## src/rtl/truth_table_sweeper.sv

```systemverilog
// truth_table_sweeper: drives all 8 {a,b,c} vectors into a 3-input boolean
// block, samples its d output after a settle time, and counts mismatches
// against the EXPECTED truth table.
// Optional feature macro: MISMATCH_CAPTURE_EN (adds fail_valid / fail_vec,
// which record the vector of the first mismatch in a sweep).
module truth_table_sweeper #(
    parameter logic [7:0] EXPECTED      = 8'h15,
    parameter int         SETTLE_CYCLES = 2
) (
    input  logic       clk,
    input  logic       rst_n,
    input  logic       start,
    input  logic       d_in,
    output logic       a,
    output logic       b,
    output logic       c,
    output logic       busy,
    output logic       done,
    output logic       pass,
`ifdef MISMATCH_CAPTURE_EN
    output logic       fail_valid,
    output logic [2:0] fail_vec,
`endif
    output logic [3:0] err_count
);

    localparam int WW = (SETTLE_CYCLES > 1) ? $clog2(SETTLE_CYCLES) : 1;
    localparam logic [WW-1:0] WAIT_LAST = WW'(SETTLE_CYCLES - 1);

    typedef enum logic [1:0] {IDLE, SETTLE, SAMPLE, DONE} state_t;

    state_t          state, state_nxt;
    logic [2:0]      vec;
    logic [WW-1:0]   wait_cnt;
    logic            mismatch;
    logic [3:0]      err_nxt;

    // The stimulus is the vector register itself, so a,b,c are registered.
    assign {a, b, c} = vec;
    assign mismatch  = (state == SAMPLE) && (d_in != EXPECTED[vec]);
    assign err_nxt   = err_count + 4'(mismatch);

    // State register
    always_ff @(posedge clk or negedge rst_n) begin
        if (!rst_n) state <= IDLE;
        else        state <= state_nxt;
    end

    // Next-state and status decode
    always_comb begin
        state_nxt = state;
        busy      = 1'b0;
        done      = 1'b0;
        case (state)
            IDLE:   if (start) state_nxt = SETTLE;
            SETTLE: begin
                busy = 1'b1;
                if (wait_cnt == WAIT_LAST) state_nxt = SAMPLE;
            end
            SAMPLE: begin
                busy      = 1'b1;
                state_nxt = (vec == 3'd7) ? DONE : SETTLE;
            end
            DONE: begin
                busy      = 1'b1;
                done      = 1'b1;
                state_nxt = IDLE;
            end
            default: state_nxt = IDLE;
        endcase
    end

    // Sweep datapath: vector, settle counter, error count and verdict.
    // pass is resolved on the edge leaving the last SAMPLE so it is already
    // valid while done is high.
    always_ff @(posedge clk or negedge rst_n) begin
        if (!rst_n) begin
            vec        <= 3'd0;
            wait_cnt   <= '0;
            err_count  <= 4'd0;
            pass       <= 1'b0;
`ifdef MISMATCH_CAPTURE_EN
            fail_valid <= 1'b0;
            fail_vec   <= 3'd0;
`endif
        end else begin
            case (state)
                IDLE: if (start) begin
                    vec        <= 3'd0;
                    wait_cnt   <= '0;
                    err_count  <= 4'd0;
                    pass       <= 1'b0;
`ifdef MISMATCH_CAPTURE_EN
                    fail_valid <= 1'b0;
                    fail_vec   <= 3'd0;
`endif
                end
                SETTLE: wait_cnt <= wait_cnt + 1'b1;
                SAMPLE: begin
                    err_count <= err_nxt;
`ifdef MISMATCH_CAPTURE_EN
                    if (mismatch && !fail_valid) begin
                        fail_valid <= 1'b1;
                        fail_vec   <= vec;
                    end
`endif
                    if (vec == 3'd7) begin
                        pass <= (err_nxt == 4'd0);
                    end else begin
                        vec      <= vec + 3'd1;
                        wait_cnt <= '0;
                    end
                end
                default: ;
            endcase
        end
    end

endmodule
```

## config.mk

```make
export PLATFORM = sky130hd
export DESIGN_NAME = truth_table_sweeper
export DESIGN_NICKNAME = d
export VERILOG_FILES = /design/src/rtl/truth_table_sweeper.sv
export SDC_FILE = /design/constraint.sdc
export NUM_CORES = 1
export LEC_CHECK = 0
export CAP_MARGIN = 20
export CORE_ASPECT_RATIO = 1.2
export CORE_MARGIN = 2
export CORE_UTILIZATION = 25
export CTS_BUF_LIST = sky130_fd_sc_hd__clkbuf_4 sky130_fd_sc_hd__clkbuf_8
export DETAILED_ROUTE_END_ITERATION = 7
export GPL_TIMING_DRIVEN = 0
export MAX_ROUTING_LAYER = met4
export PLACE_DENSITY = 0.55
export SYNTH_ARGS = -nofsm -noshare
export SYNTH_HDL_FRONTEND = slang
export SYNTH_SLANG_ARGS = --single-unit
```

## constraint.sdc

```tcl
create_clock -name clk -period 3.15 [get_ports clk]
set_input_delay 0.63 -clock clk [delete_from_list [all_inputs] [get_ports clk]]
set_output_delay 0.63 -clock clk [all_outputs]
set_load 0.02 [all_outputs]
```

; Word level (Yosys, flattened, before mapping)
; Memory sizes are Yosys's and may differ from the RTL's.
; Index checks and enable logic that the tools add are counted.
[totals]
memories = 1
ff_bits = 11
wordCells = 47
in_bits = 4
rom_bits = 8
out_inout_bits = 10
[classes]
magnitude_cmp = 1
n_reduce_logical = 11
add_sub_neg = 3
mux = 17
eq_ne = 9
[mem_list]
columns = name, depth, width, read_ports, rd_ports_with_merged_regs, wr, line_no
row1 = (name not given), 8, 1, 1, 0, 0, 40  ; assign mismatch = (state == SAMPLE) && (d_in != EXPECTED[vec]);
[op_table]
columns = cell, count
row1 = $reduce_and 3->1, 3
row2 = $pmux 2 s4, 1
row3 = $pmux 4 s2, 1
row4 = $mux 1, 6
row5 = $mux 2, 3
row6 = $mux 3, 2
row7 = $ne 2x2->1 const B, 3
row8 = $pmux 3 s2, 1
row9 = $add 4x1->4, 1
row10 = $eq 2x2->1 const B, 2
row11 = $logic_not 4->1, 1
row12 = $lt 3x4->1 const B, 1
row13 = $mux 4, 1
row14 = $reduce_and 2->1, 2
row15 = $add 3x1->3 const B, 1
row16 = $eq 3x3->1 const B, 1
row17 = $pmux 1 s3, 1
row18 = $reduce_bool 3->1, 1
row19 = $reduce_or 3->1, 1
row20 = $eq 2x1->1 const B, 1
row21 = $logic_not 2->1, 1
row22 = $ne 2x1->1 const B, 1
row23 = $pmux 1 s2, 1
row24 = $reduce_bool 2->1, 1
row25 = 3 further kinds, 3

; Depth between registers and ports, before layout
[logic_depth]
ltp_word = 8
depth_mapped = 10
depth_no_buf = 10

; Least setup slack after synthesis
; Ideal clock, no wire load.
[synth_path]
path_type = register to register
start = reg vec[0]
end = reg pass
setup_ns = 0.110
setup_slack_ns = 0.712
path_stages_with_launch = 10
t_arrival_ns = 2.327
synth_period_minus_slack_ns = 2.438
cell_sequence = dfrtp_1 -> inv_1 -> ha_1 -> and2_1 -> o21a_1 -> nor3_1 -> ha_1 -> ha_1 -> or4_1 -> o41ai_1
[synth_between]
elab_chain_len = 8
[synth_rtl]
columns = element, line_no
row1 = from (decl), 33  ; logic [2:0] vec;
row2 = from (signal assigned), 110  ; vec <= vec + 3'd1;
row3 = $mem_v2 8x1, -
row4 = $mux 1 (not written as such), 40
row5 = $ne 1x1->1, 40
row6 = $logic_and 1x1->1, 40
row7 = $add 4x1->4, 41  ; assign err_nxt = err_count + 4'(mismatch);
row8 = $logic_not 4->1, 108  ; pass <= (err_nxt == 4'd0);
row9 = $mux 1, 107  ; if (vec == 3'd7) begin
row10 = $pmux 1 s2, 87  ; case (state)
row11 = to (signal assigned), 108
row12 = to (decl), 19  ; output logic pass,
; Parallel ways exist; a longest one is shown, timed or not. The select of a mux whose other input is x is not followed.
; A chain may end at the register's enable or synchronous reset.

; Worst setup path after layout
; Ends and elaborated chain as after synthesis.

==> flow_summary.toml <==
[outcome]
status = "complete, no violations"

[timing]
max_freq_mhz = 407
fin_hold_ws_ns = 0.506
hold_viol_final = 0
skew_ns = 0.000490
slew_violations = 0
worst_slew_pin_slew_ns = 0.564
fin_crit_ns = 2.46
timing.setup.tns_ns = 0
setup_violations = 0
finalCritPeriodShare = 0.780
grt_setup_unrepaired = "false"
max_slew_margin = 0.623

[logic_synthesis]
yosysSeqAreaShare = 0.439
yosys.area.top_type = "dfrtp_1"
synthTopCellsByArea = "dfrtp_1 44%, a22o_1 14%, ha_1 10%"
yosysTopAreaCellShare = 0.439
yosys-top-cells-count = "11 x dfrtp_1, 10 x a22o_1, 5 x ha_1"
syn_area_per_cell_um2 = 10.8
yosysWarningCount = 0
ys.flop_type = "dfrtp_1"
synth.ff_latch_count = 11
ys_types = 23
syn_inst = 58
syn_area_um2 = 627
ys_async_sr_fraction = 1.00
synth_nets = 67
synth-edff-count = 0
synth.most_common_cell = "dfrtp_1"

[cts]
post_cts_resized = 0
cts_max_path_buffers = 2
worstSkewPairLatency_ns = 0.26
post_cts_buffers = 0
ctsHoldBuffers = 0
clk_pin_slew_ns = 0.07
h-tree-depth = 1
cts_tree = "built"
cts_buffers = 3
clkSinkCount = 11
clock-root-buffer = "clkbuf_4"

[floorplan]
start_util = 0.269
rows = 19
ios = 14
core_um2 = 2330
die_x_um = 49.7
dieArea_um2 = 2930
die_h_um = 58.9

[grt]
grt_usage = 0.106
grt_pass1_vias = 500
grt_pass1_wl_um = 2190
antenna_found_initial = 0
grt_max_degree = 12
overflow = 0

[placement]
gp_congestion = 0.740
port_buffers = 13
hpwl_um = 982
placed_area_um2 = 796

[cells_and_area]
area_delta_synth_final_pct = 31.7
num-nets-final = 85
fillers = 260
n_antenna_cell = 0
drive_above_1_share = 0.0933
stdcell_area_um2 = 826

[setup_path]
crit_top_cell = "ha_1"
cp_data_arrival_time_ns = 2.62
required_ns = 3.31
crit_chain = "inv_1 > ha_1 > and2_1 > o21a_1 > nor3_1 > ha_1 > ha_1 > or4_1 > o41ai_1"
path_class = "reg -> reg"
end_kind = "flop"
cp_max_fo = 5
critPathMaxStageDelay_ns = 0.53
startpoint_type = "flop"
cp_slowest_cell = "or4_1"

[drt]
post-route-drc-count = 0
vias = 502
first_pass_iters = 2
ant_nets = 0
routed_wl_um = 1280
routed_via_density = 4.74
wl_per_cell_um = 12.1
drt-initial-drc-count = 2

[worst_hold_path]
hp-class = "reg -> reg"

[power_and_ir_drop]
finalPower_uw = 655
p_leak_nw = 0.369
powerDensity_nw_per_um2 = 793
ir_drop_uv = 317

[job]
cap_violations = 0
where the power goes:
group	total, mW	internal (mW)	switching (mW)	leakage (nW)
logic	0.325	0.159	0.166	0.203
clock network	0.107	0.0576	0.0491	0.0184
registers	0.223	0.182	0.0409	0.147
area by class of cell:
class,instances,area (um^2),share of cell area
Buffer,2,7.51,0.00909
Clock buffer,4,30.0,0.0364
Inverter,2,7.51,0.00909
Multi-Input combinational cell,43,337,0.408
Sequential cell,11,275,0.333
Tap cell,31,38.8,0.0470
Timing Repair Buffer,13,130,0.158
cells in the final DEF, fill, tap and decap left out, types with 3 or more instances in the layout:
cell             count
clkdlybuf4s50_1     13
clkbuf_4             4
ha_1                 5
dfrtp_1             11
a22o_1              10
nor2_1               3
o21ai_0              4
logic make-up (layout without fill, tap and decap cells):
kind of cell | after synthesis | in the layout | synth area share
AOI/OAI and AO/OA | 18 | 18 | 0.222
xor gates and xnor gates | 3 | 3 | 0.0419
adders and majority gates | 5 | 5 | 0.0998
buffers and inverters | 4 | 21 | 0.0240
DFF | 11 | 11 | 0.439
muxes | 3 | 3 | 0.0519
and+or+nand+nor | 14 | 14 | 0.122
flip-flops by register name, indices dropped and copies added, names as in the netlist:
signal and flops:
err_count 4, vec 3, state 2, pass 1
wait_cnt 1
worst max-delay path: cells and delay by family (launching register included):
| family | cells | cell delay (ns) |
|---|---|---|
| and+or+nand+nor | 3 | 0.83 |
| DFF | 1 | 0.42 |
| AOI/OAI and AO/OA | 2 | 0.42 |
| buffers and inverters | 1 | 0.08 |
| adders and majority gates | 3 | 0.62 |
stage by stage:
| stage | setup slack [ns] | util | cells |
|---|---|---|---|
| after floorplan | 0.712 | - | 58 |
| after global placement | 0.476 | 0.342 | 102 |
| after detailed placement | 0.439 | 0.342 | 102 |
| after CTS | 0.660 | 0.354 | 106 |
| after global routing | 0.377 | 0.354 | 106 |
| final | 0.694 | 0.354 | 106 |
routing by layer:
metal | wire length (um) | share of wire | GRT usage
met1 | 612 | 0.48 | 0.127
met4 | 10 | 0.0078 | 0.0714
met2 | 604 | 0.47 | 0.158
met5 | 0 | 0 | -
met3 | 53 | 0.041 | 0.0254
final timing paths:
path | from | end | slack (ns) | cells past startpoint
max | vec[0] | pass | 0.69 | 9
min | pass | pass | 0.51 | 2
max reg2reg | vec[0] | pass | 0.69 | 9
min reg2reg | pass | pass | 0.51 | 2
max in group asynchronous | rst_n | vec[0] | 2.11 | 1
min in group asynchronous | rst_n | err_count[3] | 0.70 | 1
(Power assumes the default switching activity.)
==> RTL change: new RTL, same flow settings <==
Reset style: synchronous (`rst_n`), changed in 2 clocked blocks.
--- a/src/rtl/truth_table_sweeper.sv
+++ b/src/rtl/truth_table_sweeper.sv
@@ -41,7 +41,7 @@
     assign err_nxt   = err_count + 4'(mismatch);
 
     // State register
-    always_ff @(posedge clk or negedge rst_n) begin
+    always_ff @(posedge clk) begin
         if (!rst_n) state <= IDLE;
         else        state <= state_nxt;
     end
@@ -73,7 +73,7 @@
     // Sweep datapath: vector, settle counter, error count and verdict.
     // pass is resolved on the edge leaving the last SAMPLE so it is already
     // valid while done is high.
-    always_ff @(posedge clk or negedge rst_n) begin
+    always_ff @(posedge clk) begin
         if (!rst_n) begin
             vec        <= 3'd0;
             wait_cnt   <= '0;
Behaviour: differs if rst_n is asserted again (counterexample within 4 cycles, from zero or initial values and one cycle with rst_n low); with rst_n held inactive, the same outputs for 10 cycles.
==> RTL change against the original RTL <==
Wire length is 25% higher. Cell area grew 12%. Sequential share of layout area down 7.4 points. Largest cell class unchanged. Sequential cell count is 1 higher. Area after synthesis increased by 14%. Synthesized cell count increased by 33%. Global-route usage increased by 1.1 points. Critical path depth fell by 5. Maximum frequency rose by 2.6%. Non-clock buffer count is 2 higher. Setup slack better by 0.063 ns.
Power is not compared: it rests on default switching activity, and its combinational part moved more than twofold at a synthesized area within 25%.
==> RTL change: results (changes against the original RTL) <==
finClkSkew_ns: 0.00124  # +0.000748 ns
drive_above_1_share_pct: 17.0  # +7.7 points
drt-pass1-iter-count: 4  # +2
syn_area_per_cell_um2: 9.31  # -14%
worstPathArrival_ns: 1.76  # -0.86 ns
grt_use_total_pct: 11.7  # +1.1 points
worstMarginPinSlew_ns: 0.324  # -0.240 ns
vias: 638  # +27%
gp_congestion: 0.770  # +4.0%
synth_area_leaders: "dfxtp_1, ha_1, a21oi_1, nor4b_2, xor2_1"
grt_pass1_wl_um: 2890  # +32%
fin_cells: 128  # +21%
grt_max_degree: 11  # -1
clkLatencyLatePin_ns: 0.28  # +0.02 ns
synthMuxAreaShare_pct: 1.40  # -3.8 points
ys_seq_area_share_pct: 33.5  # -10 points
dp_slack_ns: 0.726  # +0.287 ns
ys_async_sr_fraction_pct: 0  # -100 points
placed_area_um2: 890  # +12%
status: "completed"
synthesis.nets: 85  # +27%
synth_common_cells: "dfxtp_1, a21oi_1"
synth-compound-area-share_pct: 22.7  # +0.53 points
synthXorXnorAreaFrac_pct: 3.66  # -0.53 points
placed_cells: 124  # +22%
ys_types: 34  # +48%
dp_hpwl_um: 1170  # +19%
[RTL change: cell types whose count changed in the layout (fill, tap and decap cells not counted), moves of 3 or more]
cell | unedited run | this run
dfxtp_1 | 0 | 12
dfrtp_1 | 11 | 0
a22o_1 | 10 | 0
a21oi_1 | 0 | 6
buf_2 | 0 | 3
nand2_1 | 1 | 4
[RTL change: worst max-delay path: stages, from the launching register on]
cell and delay, ns:
dfxtp_1 0.31, buf_2 0.19, buf_2 0.24, and2_1 0.15, clkdlybuf4s50_1 0.59
[RTL change: per-layer routing]
layer  GRT usage, %  vias up  part of all wire [%]
li1               -      319                     -
met1           14.5      299                    47
met2           18.4       15                    47
met3           1.44        5                   3.1
met4           5.77        0                   2.5
met5              -        -                     0
[RTL change: cell type report]
cell class	count	area [um2]	share of cell area [%]
buffer	4	26.3	2.84
clock buffer	4	36.3	3.92
inverter	1	3.75	0.405
multi-input combinational	60	447	48.2
sequential	12	240	25.9
tap	34	42.5	4.59
timing repair buffer	13	130	14.1
[RTL change: logic make-up after synthesis]
kind of cell,after synthesis
xor+xnor,3
fa+ha+maj,4
buf+inv,5
flops,12
compound gates,22
mux,1
simple gates,30
[RTL change: final timing paths]
kind	from	endpoint	slack, ns	cells after the start
max	state[0]	done	0.76	4
min	wait_cnt	wait_cnt	0.50	2
max reg2reg	state[0]	pass	1.22	8
min reg2reg	wait_cnt	wait_cnt	0.50	2
[RTL change: power groups by stage]
stage / Clock, mW / Sequential (mW) / Combinational (mW)
CTS: 0.131 / 0.159 / 0.0496
floorplan: 0 / 0.163 / 0.0301
global placement: 0 / 0.162 / 0.0494
detailed placement: 0 / 0.163 / 0.0496
global route: 0.136 / 0.159 / 0.0545
finish: 0.129 / 0.159 / 0.0490
